<file path="config.mk">
export PLATFORM = sky130hd
export DESIGN_NAME = instruction_fetch
export DESIGN_NICKNAME = d
export VERILOG_FILES = /design/src/rtl/instruction_fetch_pkg.sv /design/src/rtl/instruction_fetch_pc.sv /design/src/rtl/instruction_fetch.sv
export SDC_FILE = /design/constraint.sdc
export NUM_CORES = 1
export LEC_CHECK = 0
export CELL_PAD_IN_SITES_DETAIL_PLACEMENT = 0
export CELL_PAD_IN_SITES_GLOBAL_PLACEMENT = 1
export CORE_ASPECT_RATIO = 1.2
export CORE_UTILIZATION = 28
export DETAILED_ROUTE_END_ITERATION = 12
export PLACE_DENSITY = 0.75
export SLEW_MARGIN = 20
export SYNTH_ARGS = -nofsm -noshare
export SYNTH_HDL_FRONTEND = slang
export SYNTH_SLANG_ARGS = --single-unit
</file>
<file path="constraint.sdc">
create_clock -name Clock -period 1.4 [get_ports Clock]
set_input_delay 0.21 -clock Clock [delete_from_list [all_inputs] [get_ports Clock]]
set_output_delay 0.21 -clock Clock [all_outputs]
set_load 0.03 [all_outputs]
</file>
<file path="src/rtl/instruction_fetch_pkg.sv">
// Shared fetch-stage definitions: opcodes, IR bubble constant, instruction layout.
package instruction_fetch_pkg;

    localparam int unsigned ADDR_W  = 16;
    localparam int unsigned INSTR_W = 28;
    localparam int unsigned OP_W    = 8;
    localparam int unsigned FIELD_W = 8;

    // Opcodes shared with the execute stage
    localparam logic [OP_W-1:0] NOP = 8'h00;
    localparam logic [OP_W-1:0] JMP = 8'h0C;
    localparam logic [OP_W-1:0] BLE = 8'h0D;

    // Bubble placed in the IR on reset and on every redirect
    localparam logic [INSTR_W-1:0] IR_BUBBLE = {NOP, 20'h0_0000, 4'h0};

    // Instruction word layout as held in the IR
    typedef struct packed {
        logic [OP_W-1:0] operation;    // [27:20]
        logic [3:0]      destination;  // [19:16]
        logic [15:0]     literal;      // [15:0], also the two source address bytes
    } instr_t;

    // Sequential successor of a PC, 16-bit modulo
    function automatic logic [ADDR_W-1:0] pc_succ(input logic [ADDR_W-1:0] pc);
        return ADDR_W'(pc + ADDR_W'(1));
    endfunction

endpackage

</file>
<file path="src/rtl/instruction_fetch_pc.sv">
// Program counter: async reset, increment, external/local redirect and stall priority.
module fetch_pc
    import instruction_fetch_pkg::*;
#(
    parameter logic [ADDR_W-1:0] RESET_PC = 16'd0
) (
    input  logic              clk,
    input  logic              rst_n,
    input  logic              stall,
    input  logic              redirect,
    input  logic [ADDR_W-1:0] redirect_target,
    input  logic              wLoad,
    input  logic [ADDR_W-1:0] wTarget,
    output logic [ADDR_W-1:0] pc
);

    logic [ADDR_W-1:0] pc_next;

    // Next PC: external redirect beats stall, stall beats local jump, else increment
    always_comb begin
        pc_next = pc;
        if (redirect) begin
            pc_next = redirect_target;
        end else if (!stall) begin
            if (wLoad) begin
                pc_next = wTarget;
            end else begin
                pc_next = pc_succ(pc);
            end
        end
    end

    // PC register
    always_ff @(posedge clk or negedge rst_n) begin
        if (!rst_n) begin
            pc <= RESET_PC;
        end else begin
            pc <= pc_next;
        end
    end

endmodule

</file>
<file path="src/rtl/instruction_fetch.sv">
// Fetch stage: drives ROM address from the PC, registers the instruction into the IR
// and exposes its fields. Optional local JMP resolution is enabled by FETCH_JMP_EN.
module instruction_fetch
    import instruction_fetch_pkg::*;
#(
    parameter logic [ADDR_W-1:0] RESET_PC = 16'd0
) (
    input  logic                Clock,
    input  logic                Reset,
    output logic [ADDR_W-1:0]   oAddress,
    input  logic [INSTR_W-1:0]  iInstruction,
    input  logic                iStall,
    input  logic                iBranchTaken,
    input  logic [ADDR_W-1:0]   iBranchTarget,
    output logic                oValid,
    output logic [ADDR_W-1:0]   oPC,
    output logic [OP_W-1:0]     oOperation,
    output logic [FIELD_W-1:0]  oDestination,
    output logic [FIELD_W-1:0]  oSourceAddr1,
    output logic [FIELD_W-1:0]  oSourceAddr0,
    output logic [ADDR_W-1:0]   oLiteral
);

    instr_t            ir;
    logic              valid;
    logic [ADDR_W-1:0] ir_pc;
    logic [ADDR_W-1:0] pc;
    logic              wLoad;
    logic [ADDR_W-1:0] wTarget;

    // Local jump request: a valid JMP sitting in the IR
`ifdef FETCH_JMP_EN
    assign wLoad = valid && (ir.operation == JMP);
`else
    assign wLoad = 1'b0;
`endif
    assign wTarget = {8'b0, oDestination};

    fetch_pc #(
        .RESET_PC        (RESET_PC)
    ) u_pc (
        .clk             (Clock),
        .rst_n           (Reset),
        .stall           (iStall),
        .redirect        (iBranchTaken),
        .redirect_target (iBranchTarget),
        .wLoad           (wLoad),
        .wTarget         (wTarget),
        .pc              (pc)
    );

    // IR, its fetch address and valid flag; any redirect replaces the IR with a bubble
    always_ff @(posedge Clock or negedge Reset) begin
        if (!Reset) begin
            ir    <= instr_t'(IR_BUBBLE);
            valid <= 1'b0;
            ir_pc <= '0;
        end else if (iBranchTaken) begin
            ir    <= instr_t'(IR_BUBBLE);
            valid <= 1'b0;
        end else if (!iStall) begin
            if (wLoad) begin
                ir    <= instr_t'(IR_BUBBLE);
                valid <= 1'b0;
            end else begin
                ir    <= instr_t'(iInstruction);
                ir_pc <= pc;
                valid <= 1'b1;
            end
        end
    end

    // Pure wiring from PC and IR to the outputs
    assign oAddress     = pc;
    assign oValid       = valid;
    assign oPC          = ir_pc;
    assign oOperation   = ir.operation;
    assign oDestination = {4'b0, ir.destination};
    assign oSourceAddr1 = ir.literal[15:8];
    assign oSourceAddr0 = ir.literal[7:0];
    assign oLiteral     = ir.literal;

endmodule

</file>
# ---- Word-level counts from Yosys, hierarchy flattened
# Cells that the tools add are included.
# W data, S select, Z words.
dict set report word_totals {
  register_bits 61
  inputBits 48
}
dict set report op_classes {
  add_sub_neg 1
  n_eq_ne 1
  n_mux 6
  bitwise_logic 2
  n_reduce_logical 1
}
# cell count
set op_table {}
lappend op_table {{$mux W28} 2}
lappend op_table {{$mux W16} 2}
lappend op_table {{$add A16 B1 Y16 const B} 1}
lappend op_table {{$mux W1} 2}
lappend op_table {{$ne A2 B1 Y1 const B} 1}
lappend op_table {{$not A1 Y1} 2}
lappend op_table {{$reduce_and A2 Y1} 1}

# ---- Longest topological paths before layout
dict set report logic_depth {
  ltp_word 3
  ltp_mapped 5
}

# ---- By module
# A second synthesis with hierarchy kept.
dict set report hier_totals {
  hier_cells 303
  hier_area_um2 3189.3
}
# module n_inst cells_each area_each_um2 seq_area_each_um2
set modules_own_cells {}
lappend modules_own_cells {instruction_fetch 1 149 1981.9 1126.1}
lappend modules_own_cells {fetch_pc 1 154 1207.4 400.4}

# ---- Worst setup path before layout
# OpenSTA, ideal clock, no wires.
dict set report synth_timing {
  kind {register to register}
  start {reg u_pc.pc[0]}
  end {reg u_pc.pc[14]}
  setup_time_ns 0.126
  arrival_ns 1.619
  required_ns 1.274
  slack_ns -0.345
  stages_incl_launch_ff 6
  path_buffers 0
  period_less_slack_ns 1.745
  path_cell_list {dfrtp_1 ha_1 nand4b_4 nor4_4 nor3b_1 a221o_1}
}
dict set report synth_via {
  elab_chain_cells 3
}
# element line
set synth_lines {}
lappend synth_lines {{from (decl)} instruction_fetch_pc.sv:14} ;# output logic [ADDR_W-1:0] pc
lappend synth_lines {{from (signal assigned)} instruction_fetch_pc.sv:38} ;# pc <= pc_next;
lappend synth_lines {{$add A16 B1 Y16} instruction_fetch_pkg.sv:26} ;# return ADDR_W'(pc + ADDR_W'(1));
lappend synth_lines {{$mux W16} instruction_fetch_pc.sv:24} ;# end else if (!stall) begin
lappend synth_lines {{$mux W16} instruction_fetch_pc.sv:22} ;# if (redirect) begin
# Every way passes these cells. The select of a mux whose other input is x is not followed.
# A chain may end at the register's enable or synchronous reset.

# ---- Worst setup path after layout
dict set report layout_timing {
  start {reg u_pc.pc[1]}
  end {reg u_pc.pc[14]}
}
# The elaborated chain is that of the path after synthesis.

==> metrics.md <==
| Metric | Value |
|---|---|
| Detail Route Antenna Nets | 0 |
| Post-Syn Area | 0.00285 sq mm |
| Synth top area cells | dfrtp_1 (54%), mux2i_1 (11%), mux2_2 (5.5%), buf_4 (5.3%), nor2_1 (4.1%) |
| Setup TNS | -0.0210 ns |
| Initial antenna violation count | 0 |
| Worst Clk Skew | 0.00558 ns |
| Core area | 0.00971 sq mm |
| Netlist cell types | 32 |
| Total GRT Usage | 13.9% |
| CP arrival | 1.62 ns |
| CTS tree | done |
| CP endpoint | u_pc.pc[14] |
| Via count | 2,184 |
| Initial detailed-routing violation count | 62 |
| Final setup viols | 1 |
| Clock Root Buffer | clkbuf_16 |
| Total gr overflow | 0 |
| Tmin final | 1.42 ns |
| CP bufs+invs | 0 |
| Leakage | 2.16 nW |
| Post-synthesis sequential area ratio | 53.6% |
| Worst r2r src | u_pc.pc[1] |
| FF-to-FF path depth | 5 |
| CTS clk-pin slew, worst paths | 0.05 ns |
| Post-synth ARST share | 100% |
| Vias per std cell | 4.46 |
| First-pass DRT Iterations | 4 |
| Clock buffer depth | 2 |
| IO buf count | 124 |
| Fraction of layout cells with a size suffix above 1 | 19.1% |
| Clk sinks | 61 |
| H-Tree Depth | 3 |
| Post-synthesis cell count | 246 |
| Final hold vios | 0 |
| P&R area growth vs syn | 55.1% |
| Max Cap Viol | 0 |
| CP max FO | 5 |
| RSZ-0062 raised after global routing | yes |
| Largest net degree at the start of global routing | 64 |
| Row cnt | 39 |
| Top-count cell post-synth | dfrtp_1 |
| Global-route wire length before repair | 11,400 microns |
| Status | finished with violations |
| Top FF cell, synth | dfrtp_1 |
| Worst r2r dst | u_pc.pc[14] |
| Post-Route WL | 6860 microns |
| Fin nets | 411 |
| Number of flops mapped to enable cells by yosys | 0 |
| Yosys warnings | 0 |
| Failing checks | negative setup slack |
| Place WS | -0.0239 ns |
| Levels on crit path | 5 |
| PD cells | 1260 mW/mm^2 |
| Routability-driven placement congestion ratio | 0.698 |
| Cell taking the most area after synthesis | dfrtp_1 |
| Seq cells post-synth | 61 |
| Die width | 94.1 microns |
| Period utilization | 102% |
| Post-synth top cells | dfrtp_1 (61), nor2_1 (31), mux2i_1 (30) |
| CP top delay family | simple AND/OR/NAND/NOR gates |
| Max incr delay on CP | 0.43 ns |
| R2R setup slack | -0.02 ns |
| Diodes inserted | 0 |
| Initial Util | 29.3% |
| Required time of the critical path | 1.60 ns |
| Drt wl/cell | 14.0 microns |
| Post-synth top area share | 53.6% |
| CP endpoint kind | register |
| Worst setup path start | u_pc.pc[1] |
| Max IR drop VDD | 583 uV |
| Vias in the first global route | 2,253 |
| Number of CTS-inserted buffers | 9 |
| Final setup margin | -0.0210 ns |
| Die area | 0.0106 sq mm |
| Crit path max-delay cell type | dfrtp_2 |
| Hold WC Path Type | primary input to register |
| DP HPWL | 4700 microns |
| Final Max Slew Viols | 0 |
| Final Util | 45.5% |
| Syn Area/Cell | 11.6 sq um |
| IO Count | 129 |
| Die Y | 112 microns |
| Worst path cell trace | ha_4 -> nand4b_4 -> nor4_4 -> nor3b_1 -> a221o_1 |
| Skew-Pair Late Insertion Delay | 0.32 ns |
| DRC viols | 0 |
| Setup CP Type | register to register |
| Maximum operating frequency | 704 MHz |
| Startpoint Class | register |
-- worst min path at each step --
stage                       from               to  cells after the start
after floorplan            Reset  oDestination[0]                      0
after global placement     Reset          oPC[11]                      2
after detailed placement   Reset          oPC[11]                      2
after CTS                 iStall       u_pc.pc[0]                      3
after global routing      iStall       u_pc.pc[1]                      3
final                     iStall       u_pc.pc[0]                      3
-- routing by layer --
| layer | vias up | global-route usage, % | share of wire, % |
|---|---|---|---|
| met2 | 84 | 22.2 | 48 |
| li1 | 1039 | - | - |
| met5 | - | 0 | 0 |
| met3 | 6 | 4.95 | 7.5 |
| met4 | 0 | 4.82 | 1.1 |
| met1 | 1055 | 17.4 | 44 |
-- sequential cells by signal (all words and copies together), names as in the netlist --
signal        flops
oPC              16
u_pc.pc          16
oOperation        8
oValid            1
oDestination      4
oLiteral         16
-- area by class of cell --
cell class | instances | area (sq um)
fillers | 943 | 5290
flip-flops and latches | 61 | 1540
repair buffers | 134 | 1260
multi-input cells | 153 | 1150
clock buffers | 12 | 246
well taps | 123 | 154
clock inverters | 4 | 47.5
inverters | 3 | 11.3
-- worst register-to-register path, delay by kind of cell (launching register included) --
family / cells / cell delay, ns
fa+ha+maj: 1 / 0.17
compound gates: 1 / 0.26
simple gates: 3 / 0.45
flops: 1 / 0.43
-- through the flow --
step	cells	hold WS, ns	cell area, sq um	power (W)
global placement	470	0.249	4160	0.00358
detailed placement	470	0.251	4160	0.00360
CTS	489	0.291	4390	0.00568
floorplan	249	-0.0856	2890	0.00293
finish	490	0.298	4420	0.00558
global route	490	0.335	4420	0.00586
-- where the power goes --
group          total, W  internal [W]  switching [W]
combinational   0.00130      0.000539       0.000761
clock           0.00216       0.00142       0.000743
sequential      0.00211       0.00196       0.000158
-- layout by cell type (no fill, tap or decap), drive strengths merged, types with 6 or more instances in the layout --
| cell type | instances |
|---|---|
| nor2 | 32 |
| mux2 | 16 |
| clkdlybuf4s15 | 7 |
| buf | 14 |
| xnor2 | 10 |
| o21ai | 15 |
| mux2i | 30 |
| dfrtp | 61 |
| clkdlybuf4s50 | 44 |
| clkbuf | 12 |
| nor4 | 6 |
| dlygate4sd2 | 68 |
| nand2 | 20 |
-- timing repair --
| action | in CTS | in global routing |
|---|---|---|
| gates resized for setup | 79 | 7 |
| setup buffers | 2 | 1 |
| endpoints found under the setup margin | 78 | 13 |
| hold buffers | 1 | 0 |
| endpoints found under the hold margin | 61 | 0 |
-- cells by family after synthesis --
family                     after synthesis  share of synthesized area (%)
buffers and inverters                   35                           7.51
DFF                                     61                           53.6
other                                    1                          0.132
and+or+nand+nor                         72                           14.3
AOI/OAI and AO/OA                       17                           3.16
adders and majority gates                1                          0.439
muxes                                   46                           16.9
xor gates and xnor gates                13                           4.00
Power figures use the tool's default switching activity.
